**src/rtl/alu_exec_16_if.sv**
```systemverilog
// alu_exec_16_if: instruction handshake, register-file bus and status of alu_exec_16
interface alu_exec_16_if;
    logic        in_valid;
    logic        in_ready;
    logic [3:0]  op;
    logic [3:0]  dst;
    logic [3:0]  src_a;
    logic [3:0]  src_b;
    logic [15:0] imm;
    logic [3:0]  AA;
    logic [3:0]  BA;
    logic [15:0] A;
    logic [15:0] B;
    logic        write;
    logic [3:0]  DA;
    logic [15:0] D;
    logic [3:0]  flags;
    logic        done;
    logic        illegal;
    modport master (
        output in_valid, op, dst, src_a, src_b, imm, A, B,
        input  in_ready, AA, BA, write, DA, D, flags, done, illegal
    );
    modport slave (
        input  in_valid, op, dst, src_a, src_b, imm, A, B,
        output in_ready, AA, BA, write, DA, D, flags, done, illegal
    );
endinterface

```
**src/rtl/alu_exec_16.sv**
```systemverilog
// alu_exec_16: multi-cycle execute stage (IDLE/READ/EXEC/MUL/WB) in front of a 16x16 register file
// Define ALU_MUL_EN to build the shift-add multiplier for opcode D; otherwise D retires as illegal.
module alu_exec_16 #(
    parameter int WIDTH      = 16,
    parameter int MUL_CYCLES = 16
) (
    input logic          clock,
    input logic          reset,
    alu_exec_16_if.slave bus
);
    localparam logic [2:0] IDLE = 3'd0, READ = 3'd1, EXEC = 3'd2, WB = 3'd3;
`ifdef ALU_MUL_EN
    localparam logic [2:0] MUL = 3'd4;
    localparam int CW = $clog2(MUL_CYCLES + 1);
`endif
    // Unsupported geometries never accept an instruction.
    localparam logic CFG_OK = (WIDTH == 16) && (MUL_CYCLES == WIDTH);
    localparam logic [3:0] OP_ADD = 4'h0, OP_SUB = 4'h1, OP_AND = 4'h2, OP_OR  = 4'h3,
                           OP_XOR = 4'h4, OP_NOT = 4'h5, OP_MOV = 4'h6, OP_SHL = 4'h7,
                           OP_SHR = 4'h8, OP_SRA = 4'h9, OP_LDI = 4'hA, OP_INC = 4'hB,
                           OP_DEC = 4'hC, OP_MUL = 4'hD, OP_CMP = 4'hE, OP_NOP = 4'hF;

    logic [2:0]       state;
    logic [3:0]       op_q, dst_q, src_a_q, src_b_q, flags_q;
    logic [WIDTH-1:0] imm_q, result, y, r;
    logic [WIDTH:0]   sum, shl, shr, sra;
    logic             ready, cin, c, v, upd, bad;
`ifdef ALU_MUL_EN
    logic [WIDTH-1:0] mcand, mplier, acc, acc_n;
    logic [CW-1:0]    cnt;
    assign acc_n = acc + (mplier[0] ? mcand : '0);
    assign bad   = 1'b0;
`else
    assign bad   = (op_q == OP_MUL);
`endif

    assign ready       = CFG_OK && (state == IDLE);
    assign bus.in_ready = ready;
    assign bus.AA      = src_a_q;
    assign bus.BA      = src_b_q;
    assign bus.DA      = dst_q;
    assign bus.D       = result;
    assign bus.flags   = flags_q;
    assign bus.done    = (state == WB);
    assign bus.illegal = (state == WB) && bad;
    assign bus.write   = (state == WB) && (op_q != OP_CMP) && (op_q != OP_NOP) && !bad;

    // One adder serves ADD/SUB/CMP/INC/DEC; shifts carry an extra bit to expose the last bit out.
    always_comb begin
        y   = (op_q == OP_ADD) ? bus.B : (op_q == OP_INC) ? '0 :
              (op_q == OP_DEC) ? {{(WIDTH-1){1'b1}}, 1'b0} : ~bus.B;
        cin = (op_q != OP_ADD);
        sum = {1'b0, bus.A} + {1'b0, y} + {{WIDTH{1'b0}}, cin};
        shl = {1'b0, bus.A} << bus.B[3:0];
        shr = {bus.A, 1'b0} >> bus.B[3:0];
        sra = $signed({bus.A, 1'b0}) >>> bus.B[3:0];
        r   = '0;
        c   = 1'b0;
        v   = 1'b0;
        upd = 1'b1;
        case (op_q)
            OP_ADD, OP_SUB, OP_CMP, OP_INC, OP_DEC: begin
                r = sum[WIDTH-1:0];
                c = sum[WIDTH];
                v = (bus.A[WIDTH-1] == y[WIDTH-1]) && (r[WIDTH-1] != bus.A[WIDTH-1]);
            end
            OP_AND:  r = bus.A & bus.B;
            OP_OR:   r = bus.A | bus.B;
            OP_XOR:  r = bus.A ^ bus.B;
            OP_NOT:  r = ~bus.A;
            OP_MOV:  r = bus.A;
            OP_LDI:  r = imm_q;
            OP_SHL:  {c, r} = shl;
            OP_SHR:  {r, c} = shr;
            OP_SRA:  {r, c} = sra;
            default: upd = 1'b0;
        endcase
    end

    always_ff @(posedge clock or posedge reset) begin
        if (reset) begin
            state   <= IDLE;
            op_q    <= '0;
            dst_q   <= '0;
            src_a_q <= '0;
            src_b_q <= '0;
            imm_q   <= '0;
            result  <= '0;
            flags_q <= '0;
`ifdef ALU_MUL_EN
            mcand   <= '0;
            mplier  <= '0;
            acc     <= '0;
            cnt     <= '0;
`endif
        end else begin
            case (state)
                IDLE: if (bus.in_valid && ready) begin
                    op_q    <= bus.op;
                    dst_q   <= bus.dst;
                    src_a_q <= bus.src_a;
                    src_b_q <= bus.src_b;
                    imm_q   <= bus.imm;
                    state   <= READ;
                end
                READ: begin
`ifdef ALU_MUL_EN
                    cnt   <= '0;
                    state <= (op_q == OP_MUL) ? MUL : EXEC;
`else
                    state <= EXEC;
`endif
                end
                EXEC: begin
                    result <= r;
                    if (upd) flags_q <= {r == '0, r[WIDTH-1], c, v};
                    state <= WB;
                end
`ifdef ALU_MUL_EN
                // First MUL cycle latches the operands the register file just delivered.
                MUL: if (cnt == '0) begin
                    mcand  <= bus.A;
                    mplier <= bus.B;
                    acc    <= '0;
                    cnt    <= CW'(1);
                end else begin
                    acc    <= acc_n;
                    mcand  <= mcand << 1;
                    mplier <= mplier >> 1;
                    cnt    <= cnt + 1'b1;
                    if (cnt == CW'(MUL_CYCLES)) begin
                        result  <= acc_n;
                        flags_q <= {acc_n == '0, acc_n[WIDTH-1], 2'b00};
                        state   <= WB;
                    end
                end
`endif
                default: state <= IDLE;
            endcase
        end
    end
endmodule

```
**src/flat_wrapper.sv**
```systemverilog
// flat-port wrapper written by rule: the top's interface ports become plain ports
module alu_exec_16_flat 
#(
    parameter int WIDTH      = 16,
    parameter int MUL_CYCLES = 16
)
  (clock, reset, bus_in_valid, bus_op, bus_dst, bus_src_a, bus_src_b, bus_imm, bus_A, bus_B, bus_in_ready, bus_AA, bus_BA, bus_write, bus_DA, bus_D, bus_flags, bus_done, bus_illegal);
  alu_exec_16_if bus_i ();
  input logic clock;
  input logic reset;
  input wire logic [$bits(bus_i.in_valid)-1:0] bus_in_valid;
  input wire logic [$bits(bus_i.op)-1:0] bus_op;
  input wire logic [$bits(bus_i.dst)-1:0] bus_dst;
  input wire logic [$bits(bus_i.src_a)-1:0] bus_src_a;
  input wire logic [$bits(bus_i.src_b)-1:0] bus_src_b;
  input wire logic [$bits(bus_i.imm)-1:0] bus_imm;
  input wire logic [$bits(bus_i.A)-1:0] bus_A;
  input wire logic [$bits(bus_i.B)-1:0] bus_B;
  output wire logic [$bits(bus_i.in_ready)-1:0] bus_in_ready;
  output wire logic [$bits(bus_i.AA)-1:0] bus_AA;
  output wire logic [$bits(bus_i.BA)-1:0] bus_BA;
  output wire logic [$bits(bus_i.write)-1:0] bus_write;
  output wire logic [$bits(bus_i.DA)-1:0] bus_DA;
  output wire logic [$bits(bus_i.D)-1:0] bus_D;
  output wire logic [$bits(bus_i.flags)-1:0] bus_flags;
  output wire logic [$bits(bus_i.done)-1:0] bus_done;
  output wire logic [$bits(bus_i.illegal)-1:0] bus_illegal;
  assign bus_i.in_valid = bus_in_valid;
  assign bus_i.op = bus_op;
  assign bus_i.dst = bus_dst;
  assign bus_i.src_a = bus_src_a;
  assign bus_i.src_b = bus_src_b;
  assign bus_i.imm = bus_imm;
  assign bus_i.A = bus_A;
  assign bus_i.B = bus_B;
  assign bus_in_ready = bus_i.in_ready;
  assign bus_AA = bus_i.AA;
  assign bus_BA = bus_i.BA;
  assign bus_write = bus_i.write;
  assign bus_DA = bus_i.DA;
  assign bus_D = bus_i.D;
  assign bus_flags = bus_i.flags;
  assign bus_done = bus_i.done;
  assign bus_illegal = bus_i.illegal;
  alu_exec_16 #(.WIDTH(WIDTH), .MUL_CYCLES(MUL_CYCLES)) u_core (.clock(clock), .reset(reset), .bus(bus_i));
endmodule
```
**config.mk**
```make
export PLATFORM = sky130hd
export DESIGN_NAME = alu_exec_16_flat
export DESIGN_NICKNAME = d
export VERILOG_FILES = /design/src/rtl/alu_exec_16_if.sv /design/src/rtl/alu_exec_16.sv /design/src/flat_wrapper.sv
export SDC_FILE = /design/constraint.sdc
export NUM_CORES = 1
export LEC_CHECK = 0
export CAP_MARGIN = 20
export CELL_PAD_IN_SITES_DETAIL_PLACEMENT = 0
export CELL_PAD_IN_SITES_GLOBAL_PLACEMENT = 1
export CORE_MARGIN = 3
export CORE_UTILIZATION = 42
export CTS_CLUSTER_SIZE = 30
export DETAILED_ROUTE_END_ITERATION = 12
export GPL_TIMING_DRIVEN = 0
export PLACE_DENSITY = 0.83
export SLEW_MARGIN = 10
export SYNTH_ARGS = -nofsm -noshare
export SYNTH_HDL_FRONTEND = slang
export SYNTH_SLANG_ARGS = --single-unit
```
**constraint.sdc**
```tcl
create_clock -name clock -period 7.2 [get_ports clock]
set_input_delay 1.08 -clock clock [delete_from_list [all_inputs] [get_ports clock]]
set_output_delay 1.08 -clock clock [all_outputs]
set_load 0.05 [all_outputs]
```
[After elaboration in Yosys (flattened, before gate mapping)]
Index checks and enable logic that the tools add are counted.
Storage, ports and cells
  bits in registers: 55
  bits in latches: 0
  memory bits (writable): 0
  bits in read-only memories: 0
  input port bits: 67
  output and inout port bits: 36
  word-level logic and storage cells: 64
  memories kept: 0
Operators by class
  add/subtract/negate cells: 2
  $mul: 0
  div/mod/pow operators: 0
  $lt $le $gt $ge: 0
  equality and inequality tests: 22
  shift-type cells: 3
  mux-type cells: 9
  bitwise gates (word level): 5
  reductions and logical operators: 15
Operators by type and width (number)
  $pmux 16 s10: 1
  $mux 16: 3
  $not 16->16: 2
  $eq 4x4->1 const B: 7
  $add 16x16->17: 1
  $add 17x1->17: 1
  $shl 16x4->17: 1
  $shr 17x4->17: 1
  $sshr 17x4->17: 1
  $and 16x16->16: 1
  $eq 4x3->1 const B: 4
  $logic_not 16->1: 1
  $or 16x16->16: 1
  $xor 16x16->16: 1
  $reduce_or 14->1: 1
  $pmux 3 s3: 1
  $eq 4x2->1 const B: 2
  $ne 4x4->1 const B: 2
  $eq 3x2->1 const B: 2
  $logic_and 1x1->1: 6
  $reduce_or 5->1: 1
  $eq 4x1->1 const B: 1
  $logic_not 4->1: 1
  $pmux 1 s4: 1
  other kinds (10): 12

[Depth between registers and ports, before layout]
Gate-level depths: netlist (run 1).
  depth after elaboration: 9
  gate-level depth with buffers: 19
  mapped depth without buffers: 13

[Least setup slack after synthesis (run 1)]
OpenSTA, ideal clock, no wires.
  kind: in2reg
  start: in bus_B[2]
  end: reg u_core.flags_q[3] (netlist: u_core.bus.flags[3])
  library setup time: 76 ps
  arrival time: 5467 ps
  path slack: 1657 ps
  stages on the path: 16
  buffers on the path: 5
  path through: clkbuf_1 > clkbuf_1 > buf_2 > buf_1 > clkbuf_1 > o21ai_0 > a222oi_1 > ha_1 > a211oi_1 > o21ai_0 > nand3_1 > mux2i_1 > or4_1 > or4_1 > or4b_1 > o21ai_1
Between the ends
  word-level cells in the longest chain between the ends: 8
RTL lines
  start: declaration: line flat_wrapper.sv:18  | input wire logic [$bits(bus_i.B)-1:0] bus_B;
  $not 16->16: line alu_exec_16.sv:51  | (op_q == OP_DEC) ? {{(WIDTH-1){1'b1}}, 1'b0} : ~bus.B;
  $mux 16: line alu_exec_16.sv:51
  $mux 16 (2 in series): line alu_exec_16.sv:50  | y = (op_q == OP_ADD) ? bus.B : (op_q == OP_INC) ? '0 :
  $add 16x16->17: line alu_exec_16.sv:53  | sum = {1'b0, bus.A} + {1'b0, y} + {{WIDTH{1'b0}}, cin};
  $add 17x1->17: line alu_exec_16.sv:53
  $pmux 16 s10 *: line alu_exec_16.sv:61  | case (op_q)
  $logic_not 16->1 *: line alu_exec_16.sv:116  | if (upd) flags_q <= {r == '0, r[WIDTH-1], c, v};
  end signal: assignment: line alu_exec_16.sv:116
  end: declaration: line alu_exec_16.sv:24  | logic [3:0] op_q, dst_q, src_a_q, src_b_q, flags_q;
Every way passes the cells marked *; elsewhere a longest branch is shown, timed or not.
A chain may end at the register's enable or synchronous reset.

[Final worst setup path (run 1)]
Ends and elaborated chain as after synthesis.

==> metrics.md, run 1 <==
| Metric | Value |
|---|---|
| Worst path cell trace | `clkdlybuf4s50_1, clkbuf_2, clkbuf_1, buf_2, buf_1, clkbuf_1, o21ai_0, a222oi_1, ha_1, a211oi_1, o21ai_0, nand3_1, mux2i_1, or4_1, or4_1, or4b_1, o21ai_1` |
| # fillers | `1509` |
| Clock transition at the registers of the reported paths | `70 ps` |
| Cell Area, Synth | `6780 um2` |
| First-pass GRT wire length | `42900 um` |
| Setup CP Type | `primary input to register` |
| DRT Pass-1 Iters | `8` |
| Vias per inst | `6.53` |
| Number of clock sinks | `54` |
| H-tree levels | `2` |
| Setup crit start kind | `primary input` |
| Slew Limit Fails | `0` |
| Worst reg2reg setup slack | `640 ps` |
| Ranking of synthesized cells by area | `dfrtp_1 20%, ha_1 9.4%, mux2_2 9.1%` |
| Slew headroom | `45.5%` |
| Cells after Synth | `812` |
| Via count | `7409` |
| Setup_tns | `0 ps` |
| Final ANT Viol Nets | `0` |
| Family with the most delay on the worst path | `buffers and inverters` |
| Crit path max-delay cell type | `or4_1` |
| Maximum vdd drop | `232 uV` |
| Post-CTS Setup Inserts | `0` |
| Post-synth EDFFs | `0` |
| Hold_buf cts | `0` |
| Slew @ Worst Pin | `797 ps` |
| Mean Syn Cell Area | `8.35 um2` |
| Yosys top cell area share | `19.9%` |
| Hold Startpoint | `u_core.bus.flags[0]$_DFFE_PP0P_` |
| Share of layout cells above drive strength 1 | `12.3%` |
| Core Area | `15500 um2` |
| Stages on the worst setup path | `17` |
| Post-DP HPWL | `22500 um` |
| IO buf count | `102` |
| Worst Hold Class | `register to register` |
| Clock Latency Late Sink | `320 ps` |
| Clock Skews | `13.3 ps` |
| FMAX | `0.145 GHz` |
| CP Capture Point | `u_core.bus.flags[3]$_DFFE_PP0P_` |
| First DRT Iteration DRCs | `1087` |
| Count of cell types in the netlist | `75` |
| RSZ-0062 raised after global routing | `false` |
| Leak | `3.41 nW` |
| Synthesized Nets | `932` |
| Seq/Total Area, Yosys | `19.9%` |
| Tmin final | `6870 ps` |
| Row count | `45` |
| Reg2reg end | `u_core.bus.flags[3]$_DFFE_PP0P_` |
| Vias in the first global route | `7096` |
| Layout Utilization | `53.3%` |
| Root buffer cell | `clkbuf_16` |
| Largest net degree at the start of global routing | `32` |
| Final WL | `28300 um` |
| Gpl congestion | `1.05` |
| Critical Path RT | `7440 ps` |
| TritonCTS buffer count | `5` |
| Final worst path period share | `95.5%` |
| Initial Util | `43.8%` |
| Chip height | `133 um` |
| FF-to-FF Start | `u_core.op_q[2]$_DFFE_PP0P_` |
| Commonest cells in the netlist | `79 x nand2_1, 61 x nor2_1, 55 x mux2_2` |
| Setup crit start | `bus_B[2]` |
| Crit path max fanout | `10` |
| CP max stage delay | `590 ps` |
| PwrDens | `443 nW/um2` |
| Yosys Warn Count | `0` |
| Status | `completed` |
| CTS tree | `yes` |
| CP endpoint kind | `register` |
| Critical path data arrival time | `7110 ps` |
| Synth async-reset ratio | `100%` |
| Number of antenna violations at the first check in global routing | `0` |
| N_diodes | `0` |
| Synth area leader | `dfrtp_1` |
| Clock tree buffer depth | `2` |
| Top_reg_cell synth | `dfrtp_1` |
| I/O Pins | `103` |
| Wire per inst | `25.0 um` |
| Top-count cell post-synth | `nand2_1` |
| Hold_ws | `493 ps` |
| Layout area overhead | `21.7%` |
| Number of cells upsized or downsized after cts | `0` |
| Reg2Reg Depth | `19` |
| Grt total ovfl | `0` |
| Final setup fails | `0` |
| Max-cap violations | `0` |
| WP buf/inv | `6` |
| Hold Vio Cnt, Final | `0` |
| Final #Nets | `1043` |
| Residual DRC count | `0` |
| Chip Width | `133 um` |
| Total GRT Usage | `31.4%` |
| Seq cells post-synth | `54` |
| DIE AREA | `17700 um2` |
==> per-layer routing <==
layer | part of all wire, % | wire length (um) | global-route usage (%) | vias up
met2 | 44 | 12300 | 48.6 | 540
met4 | 5.4 | 1540 | 13.9 | 0
met1 | 39 | 11100 | 41.9 | 3489
met5 | 0 | 0 | 0 | -
met3 | 12 | 3320 | 7.45 | 101
li1 | - | - | - | 3279
==> cell type report <==
type                            count  area, um2  area share (%)
Buffer                             77        322            3.90
Clock buffer                        5        125            1.52
Clock inverter                      3       28.8           0.349
Inverter                           47        176            2.14
Multi-Input combinational cell    634       4940            59.8
Sequential cell                    54       1350            16.4
Tap cell                          211        264            3.20
Timing Repair Buffer              104       1050            12.7
==> through the flow <==
step / instances / worst slack [ps] / power [mW] / cell area (um2)
after global routing: 1135 / 139 / 3.87 / 8250
after CTS: 1135 / 215 / 3.59 / 8250
after detailed placement: 1127 / -92.1 / 3.32 / 8100
after floorplan: 812 / 1660 / 2.44 / 6780
final: 1135 / 327 / 3.66 / 8250
after global placement: 1125 / -139 / 3.31 / 8070
==> cells in the final DEF, fill, tap and decap left out, types with 6 or more instances in the layout <==
cell type        netlist  layout
clkdlybuf4s50_1        0     102
nand2_1               79      79
nor2_1                61      61
mux2_2                55      55
dfrtp_1               54      54
ha_1                  51      51
clkbuf_1              51      50
o21ai_0               45      45
inv_1                 44      43
a21oi_1               42      42
mux2i_1               32      32
mux4_2                22      22
nand3_1               22      22
o22ai_1               16      16
a222oi_1              16      16
buf_1                 12      12
buf_2                 10      11
nor2b_1               10      10
nor3_1                10      10
o211ai_1              10      10
nand2b_1              10      10
a32oi_1                9       9
o2111ai_1              7       7
o221ai_1               7       7
or3_1                  6       6
and3_1                 6       6
a211oi_1               6       6
a22o_1                 6       6
==> cell families after synthesis <==
logic type / share of synthesized area, %
AND/OR/NAND/NOR: 16.8
AO/OA/AOI/OAI: 23.9
buffers and inverters: 7.33
multiplexers: 21.2
flip-flops: 19.9
adder cells (fa/ha/maj): 10.0
XOR/XNOR: 0.904
==> sequential cells by signal, summed over array words and instances (netlist names) <==
register	flops
u_core.imm_q	16
u_core.bus.flags	4
u_core.bus.BA	4
u_core.bus.AA	4
u_core.state	2
u_core.op_q	4
u_core.bus.DA	4
u_core.bus.D	16
==> tightest hold or removal path: cells and delay by family, from the launching register on <==
kind / cells / cell delay [ps]
AO/OA/AOI/OAI: 1 / 50
AND/OR/NAND/NOR: 1 / 60
flip-flops: 1 / 350
==> worst min path at each step <==
stage / endpoint / slack (ps) / cells after the start
5_1_grt: u_core.bus.flags[0]$_DFFE_PP0P_ / 510 / 2
6_report: u_core.bus.flags[0]$_DFFE_PP0P_ / 490 / 2
3_5_place_dp: u_core.bus.flags[0]$_DFFE_PP0P_ / 470 / 2
2_1_floorplan: u_core.imm_q[9]$_DFFE_PP0P_ / 470 / 1
3_3_place_gp: u_core.bus.flags[2]$_DFFE_PP0P_ / 460 / 2
4_1_cts: u_core.bus.flags[0]$_DFFE_PP0P_ / 490 / 2
==> power by group <==
part           leakage (nW)  internal (mW)  switching (mW)  total [mW]
sequential            0.646          0.457          0.0818       0.539
combinational          2.68           1.04            1.82        2.86
clock                0.0759          0.133           0.130       0.263
total                  3.41           1.63            2.03        3.66
No activity file was read; power rests on OpenSTA's default activity.
==> run 2: changes to the inputs <==
CORE_ASPECT_RATIO = 2   (was default)
==> run 2 against run 1 <==
Compared with the run above:
- register-to-register slack got worse by 100 ps
- global-route usage increased by 4.2 points
- utilization decreased by 0.81 points
- combinational power increased by 2%
- critical path type is now register to register
- largest cell class unchanged
- highest routed layer unchanged
==> metrics.md, run 2 (same netlist as run 1, synthesis figures left out) <==
| Metric | Value |
|---|---|
| Leak | `3.43 nW (+0.59%)` |
| Clock tree buffer depth | `2 (unchanged)` |
| Core Area | `15800 um2 (+1.9%)` |
| DRT Pass-1 Iters | `8 (unchanged)` |
| Slew Limit Fails | `0 (unchanged)` |
| Internal Dissipation | `1.70 mW (+4.6%)` |
| TritonCTS buffer count | `5 (unchanged)` |
| I/O Pins | `103 (unchanged)` |
| Multi-input logic area | `4940 um2 (unchanged)` |
| Status | `completed` |
| N_diodes | `0 (unchanged)` |
| Crit path max fanout | `10 (unchanged)` |
| First DRT Iteration DRCs | `867 (-20%)` |
| Gpl congestion | `1.09 (+3.9%)` |
| CTS tree | `yes` |
| Hold Vio Cnt, Final | `0 (unchanged)` |
| DIE AREA | `17800 um2 (+0.52%)` |
| Share of layout cells above drive strength 1 | `12.4% (+0.013 points)` |
| WL met2 | `15300 um (+24%)` |
| Final setup fails | `0 (unchanged)` |
| Row count | `65 (+44%)` |
| Root buffer cell | `clkbuf_16` |
| Final #Nets | `1042 (-0.096%)` |
| Logic pwr share | `77.0% (-1.1 points)` |
| DR top layer | `met4` |
| Critical path data arrival time | `6900 ps (-210 ps)` |
| # fillers | `1593 (+5.6%)` |
| Commonest cells after routing, fill and taps aside | `102 x clkdlybuf4s50_1, 79 x nand2_1, 61 x nor2_1` |
| Largest net degree at the start of global routing | `33 (+3.1%)` |
| Final ANT Viol Nets | `0 (unchanged)` |
| Clock transition at the registers of the reported paths | `80 ps (about the same)` |
| Slew headroom | `37.2% (-8.3 points)` |
| Hold_buf cts | `0 (unchanged)` |
| Chip height | `186 um (+40%)` |
| Wl on met1 | `10400 um (-6.8%)` |
| Clock Latency Late Sink | `310 ps (about the same)` |
| Grt total ovfl | `0 (unchanged)` |
| P_sw | `2.08 mW (+2.6%)` |
| Number of antenna violations at the first check in global routing | `0 (unchanged)` |
| CP endpoint kind | `register` |
| Register area | `1350 um2 (unchanged)` |
| Post-DP HPWL | `25200 um (+12%)` |
| Layout Utilization | `52.5% (-0.81 points)` |
| Final WL | `31400 um (+11%)` |
| Vias in the first global route | `7408 (+4.4%)` |
| FMAX | `0.150 GHz (+3.2%)` |
| Total GRT Usage | `35.6% (+4.2 points)` |
| Layout area overhead | `22.1%` |
| First-pass GRT wire length | `45800 um (+6.8%)` |
| Final worst path period share | `92.5% (-2.9 points)` |
| IO buf count | `102 (unchanged)` |
| Post-CTS Setup Inserts | `0 (unchanged)` |
| PwrDens | `457 nW/um2 (+3.1%)` |
| Routed wl met3 | `2310 um (-30%)` |
| Clock Power Share | `8.8% (+1.6 points)` |
| Worst Hold Class | `register to register` |
| H-tree levels | `2 (unchanged)` |
| Maximum vdd drop | `249 uV (+7.3%)` |
| Max-cap violations | `0 (unchanged)` |
| Setup crit start kind | `register` |
| RSZ-0062 raised after global routing | `false` |
| Switch share | `55.0% (-0.50 points)` |
| Chip Width | `95.8 um (-28%)` |
| Share of power burned in registers | `14.1% (-0.6 points)` |
| Setup CP Type | `register to register` |
| Most common cell after layout, fill and taps aside | `clkdlybuf4s50_1` |
| Wire per inst | `28.0 um (+12%)` |
| Via count | `7536 (+1.7%)` |
| Tmin final | `6660 ps (-211 ps)` |
| Vias per inst | `6.70 (+2.7%)` |
| Initial Util | `43.0% (-0.82 points)` |
| Slew @ Worst Pin | `942 ps (+145 ps)` |
| Residual DRC count | `0 (unchanged)` |
| Number of clock sinks | `54 (unchanged)` |
| Clock Skews | `11.2 ps (-2.10 ps)` |
| PnR Total Power | `3.78 mW (+3.5%)` |
| Critical Path RT | `7430 ps (about the same)` |
run 2: changes by cell type in the layout (fill, tap and decap cells not counted):
cell       previous run  this run
clkinv_4              2         0
clkbuf_8              0         1
bufinv_16             0         2
inv_8                 1         0
clkbuf_1             50        49
run 2: power groups by stage:
stage | combinational, mW | sequential, mW | clock (mW)
detailed placement | 2.83 | 0.541 | 0
floorplan | 1.61 | 0.824 | 0
CTS | 2.84 | 0.535 | 0.337
global route | 3.06 | 0.551 | 0.347
finish | 2.92 | 0.535 | 0.334
global placement | 2.82 | 0.533 | 0
run 2: repair_timing:
item,in CTS,in global routing
endpoints found under the setup margin,0,1
gates resized for setup,0,2
hold endpoints to repair,0,0
run 2: layout make-up:
type                    instances  share of cell area (%)
plain buffers                  76                    3.84
clock buffers                   6                    1.68
clock inverters                 2                   0.725
inverters                      47                    2.13
multi-input cells             634                    59.6
flip-flops and latches         54                    16.3
well taps                     201                    3.04
repair buffers                104                    12.6
run 2: worst max-delay path: stages, from the launching register on:
cell and delay (ps):
dfrtp_1 350, buf_4 160, clkbuf_1 480, clkbuf_1 510, clkbuf_1 560, buf_1 560
buf_1 530, nand2_1 80, o21ai_0 90, a222oi_1 150, ha_1 330, clkbuf_1 210
a2111oi_2 320, o21ai_0 160, nand3_1 230, mux2i_1 150, or4_1 600, or4_1 470
or4b_1 480, o21ai_1 140
run 2: path summary, 6_finish.rpt:
path	start	to	slack, ps	cells after the start
max	u_core.op_q[2]$_DFFE_PP0P_	u_core.bus.flags[3]$_DFFE_PP0P_	540	19
min	u_core.bus.flags[2]$_DFFE_PP0P_	u_core.bus.flags[2]$_DFFE_PP0P_	480	2
max reg2reg	u_core.op_q[2]$_DFFE_PP0P_	u_core.bus.flags[3]$_DFFE_PP0P_	540	19
min reg2reg	u_core.bus.flags[2]$_DFFE_PP0P_	u_core.bus.flags[2]$_DFFE_PP0P_	480	2
max in group asynchronous	reset	u_core.bus.D[6]$_DFFE_PP0P_	5430	3
min in group asynchronous	reset	u_core.op_q[2]$_DFFE_PP0P_	1180	2
run 2: routing by layer:
layer	global-route usage, %	vias to the layer above
met5	0	-
met4	30.3	0
met3	6.67	176
met2	60.7	497
met1	36.3	3587
li1	-	3276
run 2: metrics by stage:
stage / hold WS [ps] / setup slack (ps) / setup TNS [ps] / std cells / cell area (um2)
2_1_floorplan: 474 / 1660 / 0 / 812 / 6780
3_3_place_gp: 458 / -172 / -172 / 1115 / 8050
3_5_place_dp: 470 / -188 / -188 / 1117 / 8080
4_1_cts: 487 / 90.7 / 0 / 1125 / 8280
5_1_grt: 518 / 283 / 0 / 1124 / 8280
6_report: 479 / 537 / 0 / 1124 / 8280
